File: src/rtl/spi_master_2ss_pkg.sv
// Shared types and helpers for the two-slave SPI master.
// Holds the FSM encoding, the SPI mode constant and the slave-select decode.
package spi_master_2ss_pkg;

  typedef enum logic [2:0] {
    ST_IDLE  = 3'd0,
    ST_SETUP = 3'd1,
    ST_SHIFT = 3'd2,
    ST_HOLD  = 3'd3,
    ST_GAP   = 3'd4
  } state_e;

  // {CPOL, CPHA}
  localparam logic [1:0] SPI_MODE0 = 2'b00;

  // Returns {ss2, ss1}; at most one select is ever low.
  function automatic logic [1:0] ss_decode(
    input logic active,
    input logic sel
  );
    logic [1:0] r;
    r = 2'b11;
    if (active) r = sel ? 2'b01 : 2'b10;
    return r;
  endfunction

endpackage

File: src/rtl/spi_sclk_gen.sv
// SPI clock generator: divides clk into a CPOL=0 sclk while enabled.
// rise_p/fall_p flag the cycle whose closing edge toggles the registered sclk.
module spi_sclk_gen
  import spi_master_2ss_pkg::*;
#(
  parameter int CLK_DIV = 4
) (
  input  logic clk,
  input  logic rst_n,
  input  logic en,
  output logic sclk,
  output logic rise_p,
  output logic fall_p
);

  localparam int CW = $clog2(CLK_DIV);
  localparam logic [CW-1:0] DIV_LAST = CW'(CLK_DIV - 1);
  localparam logic CPOL = SPI_MODE0[1];

  logic [CW-1:0] div_q, div_d;
  logic          sclk_q, sclk_d;
  logic          wrap;

  assign wrap   = en && (div_q == DIV_LAST);
  assign rise_p = wrap && (sclk_q == CPOL);
  assign fall_p = wrap && (sclk_q != CPOL);
  assign sclk   = sclk_q;

  // Next divider count and sclk level; idle parks sclk at CPOL.
  always_comb begin
    div_d  = div_q;
    sclk_d = sclk_q;
    if (!en) begin
      div_d  = '0;
      sclk_d = CPOL;
    end else if (wrap) begin
      div_d  = '0;
      sclk_d = ~sclk_q;
    end else begin
      div_d  = div_q + 1'b1;
    end
  end

  // Divider and sclk registers.
  always_ff @(posedge clk or negedge rst_n) begin
    if (!rst_n) begin
      div_q  <= '0;
      sclk_q <= CPOL;
    end else begin
      div_q  <= div_d;
      sclk_q <= sclk_d;
    end
  end

endmodule

File: src/rtl/spi_master_2ss.sv
// SPI mode-0 master with two active-low slave selects.
// One full-duplex MSB-first transfer per accepted start pulse.
module spi_master_2ss
  import spi_master_2ss_pkg::*;
#(
  parameter int DATA_W  = 8,
  parameter int CLK_DIV = 4
) (
  input  logic              clk,
  input  logic              rst_n,
  input  logic              start,
  input  logic              slave_sel,
  input  logic [DATA_W-1:0] tx_data,
  output logic              busy,
  output logic              done,
  output logic [DATA_W-1:0] rx_data,
  output logic              sclk,
  output logic              mosi,
  input  logic              miso,
  output logic              ss1,
  output logic              ss2
);

  localparam int CW = $clog2(CLK_DIV);
  localparam int BW = $clog2(DATA_W + 1);
  localparam logic [CW-1:0] CNT_LAST = CW'(CLK_DIV - 1);
  localparam logic [BW-1:0] BIT_LAST = BW'(DATA_W - 1);

  state_e            state_q, state_d;
  logic [CW-1:0]     cnt_q, cnt_d;
  logic [BW-1:0]     bit_q, bit_d;
  logic [DATA_W-1:0] tx_q, tx_d;
  logic [DATA_W-1:0] rxs_q, rxs_d;
  logic [DATA_W-1:0] rx_q, rx_d;
  logic              sel_q, sel_d;
  logic              busy_q, busy_d;
  logic              done_q, done_d;
  logic              mosi_q, mosi_d;
  logic              ss1_q, ss1_d;
  logic              ss2_q, ss2_d;
  logic              sck_en, rise_p, fall_p;
  logic              cnt_last;

  assign sck_en   = (state_q == ST_SHIFT);
  assign cnt_last = (cnt_q == CNT_LAST);

  spi_sclk_gen #(
    .CLK_DIV(CLK_DIV)
  ) u_sclk (
    .clk    (clk),
    .rst_n  (rst_n),
    .en     (sck_en),
    .sclk   (sclk),
    .rise_p (rise_p),
    .fall_p (fall_p)
  );

  assign busy    = busy_q;
  assign done    = done_q;
  assign rx_data = rx_q;
  assign mosi    = mosi_q;
  assign ss1     = ss1_q;
  assign ss2     = ss2_q;

  // Transfer sequencing: next state, datapath and select decode.
  always_comb begin
    state_d = state_q;
    cnt_d   = cnt_q;
    bit_d   = bit_q;
    tx_d    = tx_q;
    rxs_d   = rxs_q;
    rx_d    = rx_q;
    sel_d   = sel_q;
    busy_d  = busy_q;
    done_d  = 1'b0;
    mosi_d  = mosi_q;
    unique case (state_q)
      ST_IDLE: begin
        if (start) begin
          tx_d    = tx_data;
          sel_d   = slave_sel;
          rxs_d   = '0;
          mosi_d  = tx_data[DATA_W-1];
          busy_d  = 1'b1;
          cnt_d   = '0;
          bit_d   = '0;
          state_d = ST_SETUP;
        end
      end
      ST_SETUP: begin
        if (cnt_last) begin
          cnt_d   = '0;
          state_d = ST_SHIFT;
        end else begin
          cnt_d = cnt_q + 1'b1;
        end
      end
      ST_SHIFT: begin
        if (rise_p) rxs_d = {rxs_q[DATA_W-2:0], miso};
        if (fall_p) begin
          if (bit_q == BIT_LAST) begin
            state_d = ST_HOLD;
          end else begin
            bit_d  = bit_q + 1'b1;
            tx_d   = {tx_q[DATA_W-2:0], tx_q[DATA_W-1]};
            mosi_d = tx_q[DATA_W-2];
          end
        end
      end
      ST_HOLD: begin
        if (cnt_last) begin
          cnt_d   = '0;
          rx_d    = rxs_q;
          done_d  = 1'b1;
          state_d = ST_GAP;
        end else begin
          cnt_d = cnt_q + 1'b1;
        end
      end
      ST_GAP: begin
        if (cnt_last) begin
          cnt_d   = '0;
          busy_d  = 1'b0;
          state_d = ST_IDLE;
        end else begin
          cnt_d = cnt_q + 1'b1;
        end
      end
      default: begin
        cnt_d   = '0;
        busy_d  = 1'b0;
        state_d = ST_IDLE;
      end
    endcase
    {ss2_d, ss1_d} = ss_decode(
      (state_d == ST_SETUP) || (state_d == ST_SHIFT) ||
      (state_d == ST_HOLD), sel_d);
  end

  // State and datapath registers.
  always_ff @(posedge clk or negedge rst_n) begin
    if (!rst_n) begin
      state_q <= ST_IDLE;
      cnt_q   <= '0;
      bit_q   <= '0;
      tx_q    <= '0;
      rxs_q   <= '0;
      rx_q    <= '0;
      sel_q   <= 1'b0;
      busy_q  <= 1'b0;
      done_q  <= 1'b0;
      mosi_q  <= 1'b0;
      ss1_q   <= 1'b1;
      ss2_q   <= 1'b1;
    end else begin
      state_q <= state_d;
      cnt_q   <= cnt_d;
      bit_q   <= bit_d;
      tx_q    <= tx_d;
      rxs_q   <= rxs_d;
      rx_q    <= rx_d;
      sel_q   <= sel_d;
      busy_q  <= busy_d;
      done_q  <= done_d;
      mosi_q  <= mosi_d;
      ss1_q   <= ss1_d;
      ss2_q   <= ss2_d;
    end
  end

endmodule

File: config.mk
export PLATFORM = sky130hd
export DESIGN_NAME = spi_master_2ss
export DESIGN_NICKNAME = d
export VERILOG_FILES = /design/src/rtl/spi_master_2ss_pkg.sv /design/src/rtl/spi_sclk_gen.sv /design/src/rtl/spi_master_2ss.sv
export SDC_FILE = /design/constraint.sdc
export NUM_CORES = 1
export LEC_CHECK = 0
export BUFFER_PORTS_ARGS = -buffer_cell sky130_fd_sc_hd__buf_2
export CORE_MARGIN = 4
export CORE_UTILIZATION = 50
export CTS_CLUSTER_DIAMETER = 30
export CTS_CLUSTER_SIZE = 40
export DETAILED_ROUTE_END_ITERATION = 12
export PLACE_DENSITY = 0.71
export SETUP_SLACK_MARGIN = 0.05
export SLEW_MARGIN = 40
export SYNTH_ARGS = -nofsm -noshare
export SYNTH_HDL_FRONTEND = slang
export SYNTH_HIERARCHICAL = 1
export SYNTH_SLANG_ARGS = --single-unit
File: constraint.sdc
create_clock -name clk -period 3.6 [get_ports clk]
set_clock_uncertainty 0.05 [all_clocks]
set_input_delay 0.18 -clock clk [delete_from_list [all_inputs] [get_ports clk]]
set_output_delay 0.18 -clock clk [all_outputs]
set_load 0.02 [all_outputs]
==> summary.txt <==
Routing
  – Vias post-DR: 1,292
  – Drt first pass iters: 4
  – DRC: 0
  – Total Routed Length: 3390 um
  – DR vias/cell: 5.43
  – Avg WL per Cell: 14.2 um
  – DR iter-0 viols: 90
  – Final ANT Viol Nets: 0

Logic synthesis
  – Number of synthesized flops with an enable pin: 0
  – Top cells by area, synth: dfrtp_1 (52%), mux2_2 (9.7%), o21ai_0 (5.1%)
  – Syn_nets: 181
  – Syn Std Cell Area: 1860 um^2
  – Register area share after synthesis: 55.2%
  – Top cell type's share of synthesized area: 52.4%
  – Synth warn: 6
  – Register bit total from synthesis: 41
  – Cell taking the most area after synthesis: dfrtp_1
  – Asr flop ratio synth: 100%
  – Avg Cell Area, Syn: 11.3 um^2
  – Most used DFF post-synth: dfrtp_1
  – Synth unique cells: 41
  – Cells after synthesis: 165

Global route
  – Initial antenna violation count: 0
  – GRT met3 Usage: 4.65%
  – GR Util met1: 18.7%
  – Vias in the first global route: 1,331
  – GRT Total Usage: 15.8%
  – Met2 GRT Util: 27.2%
  – First-pass GRT wire length: 6150 um
  – Busiest layer in global routing: met2
  – Largest net degree at the start of global routing: 42
  – GRT overflow: 0

Finish
  – Ant. Diodes: 0
  – Area of the multi-input gates: 736 um^2
  – Filler cells: 291
  – Final Instance Count excl. Fillers: 238
  – Layout cells sized above 1: 30.2%
  – Commonest cells after routing, fill and taps aside: dfrtp_1 (39), buf_2 (25), o21ai_0 (19)
  – Fin nets: 208
  – FF/Latch Area: 1030 um^2
  – Commonest non-fill, non-tap cell in the layout: dfrtp_1
  – Finished Cell Area: 2110 um^2
  – Post-layout util: 60.8%
  – Area delta synth->final: 13.1%

Floorplan
  – Core Box Area: 3470 um^2
  – Die width: 69.0 um
  – Ports: 27
  – Initial core utilization: 53.7%
  – Die area: 4770 um^2
  – Die height: 69.0 um
  – FP Rows: 21

STA
  – Final worst path period need: 2.81 ns
  – Slew margin rel.: 54.2%
  – PnR worst setup slack: 0.788 ns
  – Min Hold Slack: 0.100 ns
  – Final TNS setup: 0 ns
  – FMAX: 356 MHz
  – Slew @ Worst Pin: 0.677 ns
  – Final max-slew violation count: 0
  – Setup Viol. Count Final: 0
  – Period utilization: 78.1%
  – Final hold violations: 0
  – RSZ-0062 raised after global routing: false

Flow run
  – Max-cap violation count: 0

Placement
  – Post-Place Cells: 230
  – Placed Area: 2010 um^2
  – IO Port Bufs: 26
  – Placer Congestion: 0.813
  – Hpwl dp: 2480 um
  – Setup WS pre-CTS: 0.802 ns

Setup path
  – Reg-to-reg slack, setup: 0.79 ns
  – Critical-path cell list: or3b_2 -> inv_2 -> and3_2 -> mux2i_1 -> a211oi_4 -> mux2_2
  – Crit start category: register
  – Arr. time, crit path: 2.93 ns
  – CP Capture Type: register
  – Critical path required time: 3.72 ns
  – Critical path peak fanout: 16
  – WS Path Type: register to register
  – CP max stage delay: 0.55 ns
  – FF-to-FF End: tx_q[5]
  – Reg2Reg Launch Point: state_q[2]
  – Slowest-stage cell, CP: or3b_2
  – R2r worst-path depth: 6

Clocking
  – Num CTS Buffers: 5
  – Hold_buf cts: 1
  – CTS sink count: 41
  – Clk Tree Root Cell: clkbuf_8
  – Clock-pin slew on the worst setup and hold paths: 0.07 ns
  – CTS H-tree lvls: 2
  – Post-CTS sizing: 0
  – CTS Buffer Depth: 2
  – CTS tree: yes
  – Setup bufs post-CTS: 0
  – Worst skew pair latency: 0.29 ns

Hold path
  – Hold Crit Start: miso
  – Hold Crit Class: input pin to register
  – Hold depth: 3
  – Hold path endpoint: rxs_q[0]

Power and ir drop
  – Power Total: 1.58 mW
  – Pwr/cell area: 752 nW/um^2
  – Leak pwr: 1.00 nW
  – Peak supply drop: 0.000314 V

Status
  – Status: completed
==> registers in the layout (all words and copies together), names as in the netlist <==
name,flops
rx_data,8
rxs_q,8
tx_q,7
bit_q,4
state_q,3
cnt_q,2
u_sclk/div_q,2
busy,1
done,1
mosi,1
sel_q,1
ss1,1
ss2,1
u_sclk/sclk,1
==> power by group <==
group	internal, mW	switching [mW]
clock	0.152	0.142
sequential	0.615	0.0965
combinational	0.245	0.334
==> area by class of cell <==
class | instances | area share (%)
inverters | 13 | 2.32
flip-flops and latches | 41 | 48.8
multi-input cells | 103 | 34.9
clock buffers | 7 | 4.10
well taps | 46 | 2.73
repair buffers | 28 | 7.13
==> cell usage after synthesis, types with 2 or more instances <==
| master | count |
|---|---|
| nand4_1 | 8 |
| nor3b_1 | 2 |
| nor3_1 | 2 |
| nand2_1 | 14 |
| ha_1 | 3 |
| inv_1 | 12 |
| dfstp_2 | 2 |
| buf_4 | 3 |
| mux2_2 | 16 |
| dfrtp_1 | 39 |
| o21ai_0 | 19 |
| clkbuf_1 | 2 |
| a21oi_1 | 3 |
| mux2i_1 | 5 |
| o31ai_1 | 3 |
| nand3_1 | 3 |
| nor2_1 | 5 |
==> worst max-delay path, delay by kind of cell, from the launching register on <==
kind	cells	cell delay, ns
and+or+nand+nor	2	0.80
muxes	2	0.55
AOI/OAI and AO/OA	1	0.55
DFF	1	0.48
buffers and inverters	1	0.26
==> logic make-up (layout without fill, tap and decap cells) <==
family | after synthesis | count (layout) | share of synthesized area [%]
AOI/OAI and AO/OA | 31 | 31 | 10.5
buffers and inverters | 21 | 48 | 5.30
adders and majority gates | 3 | 3 | 2.01
muxes | 22 | 22 | 13.0
and+or+nand+nor | 46 | 46 | 13.6
xor gates and xnor gates | 1 | 1 | 0.470
DFF | 41 | 41 | 55.2
==> worst max path at each step <==
| stage | start | to | depth (start not counted) |
|---|---|---|---|
| final | state_q[2] | tx_q[5] | 6 |
| after global routing | state_q[2] | rxs_q[4] | 7 |
| after CTS | state_q[2] | tx_q[5] | 6 |
| after detailed placement | state_q[2] | tx_q[6] | 6 |
| after global placement | state_q[2] | rxs_q[2] | 7 |
| after floorplan | state_q[2] | bit_q[0] | 8 |
==> routing by layer <==
| metal | vias up | routed length (um) |
|---|---|---|
| met1 | 630 | 1450 |
| met4 | 0 | 49 |
| met5 | - | 0 |
| met2 | 28 | 1730 |
| li1 | 628 | - |
| met3 | 6 | 158 |
(Power assumes the default switching activity.)
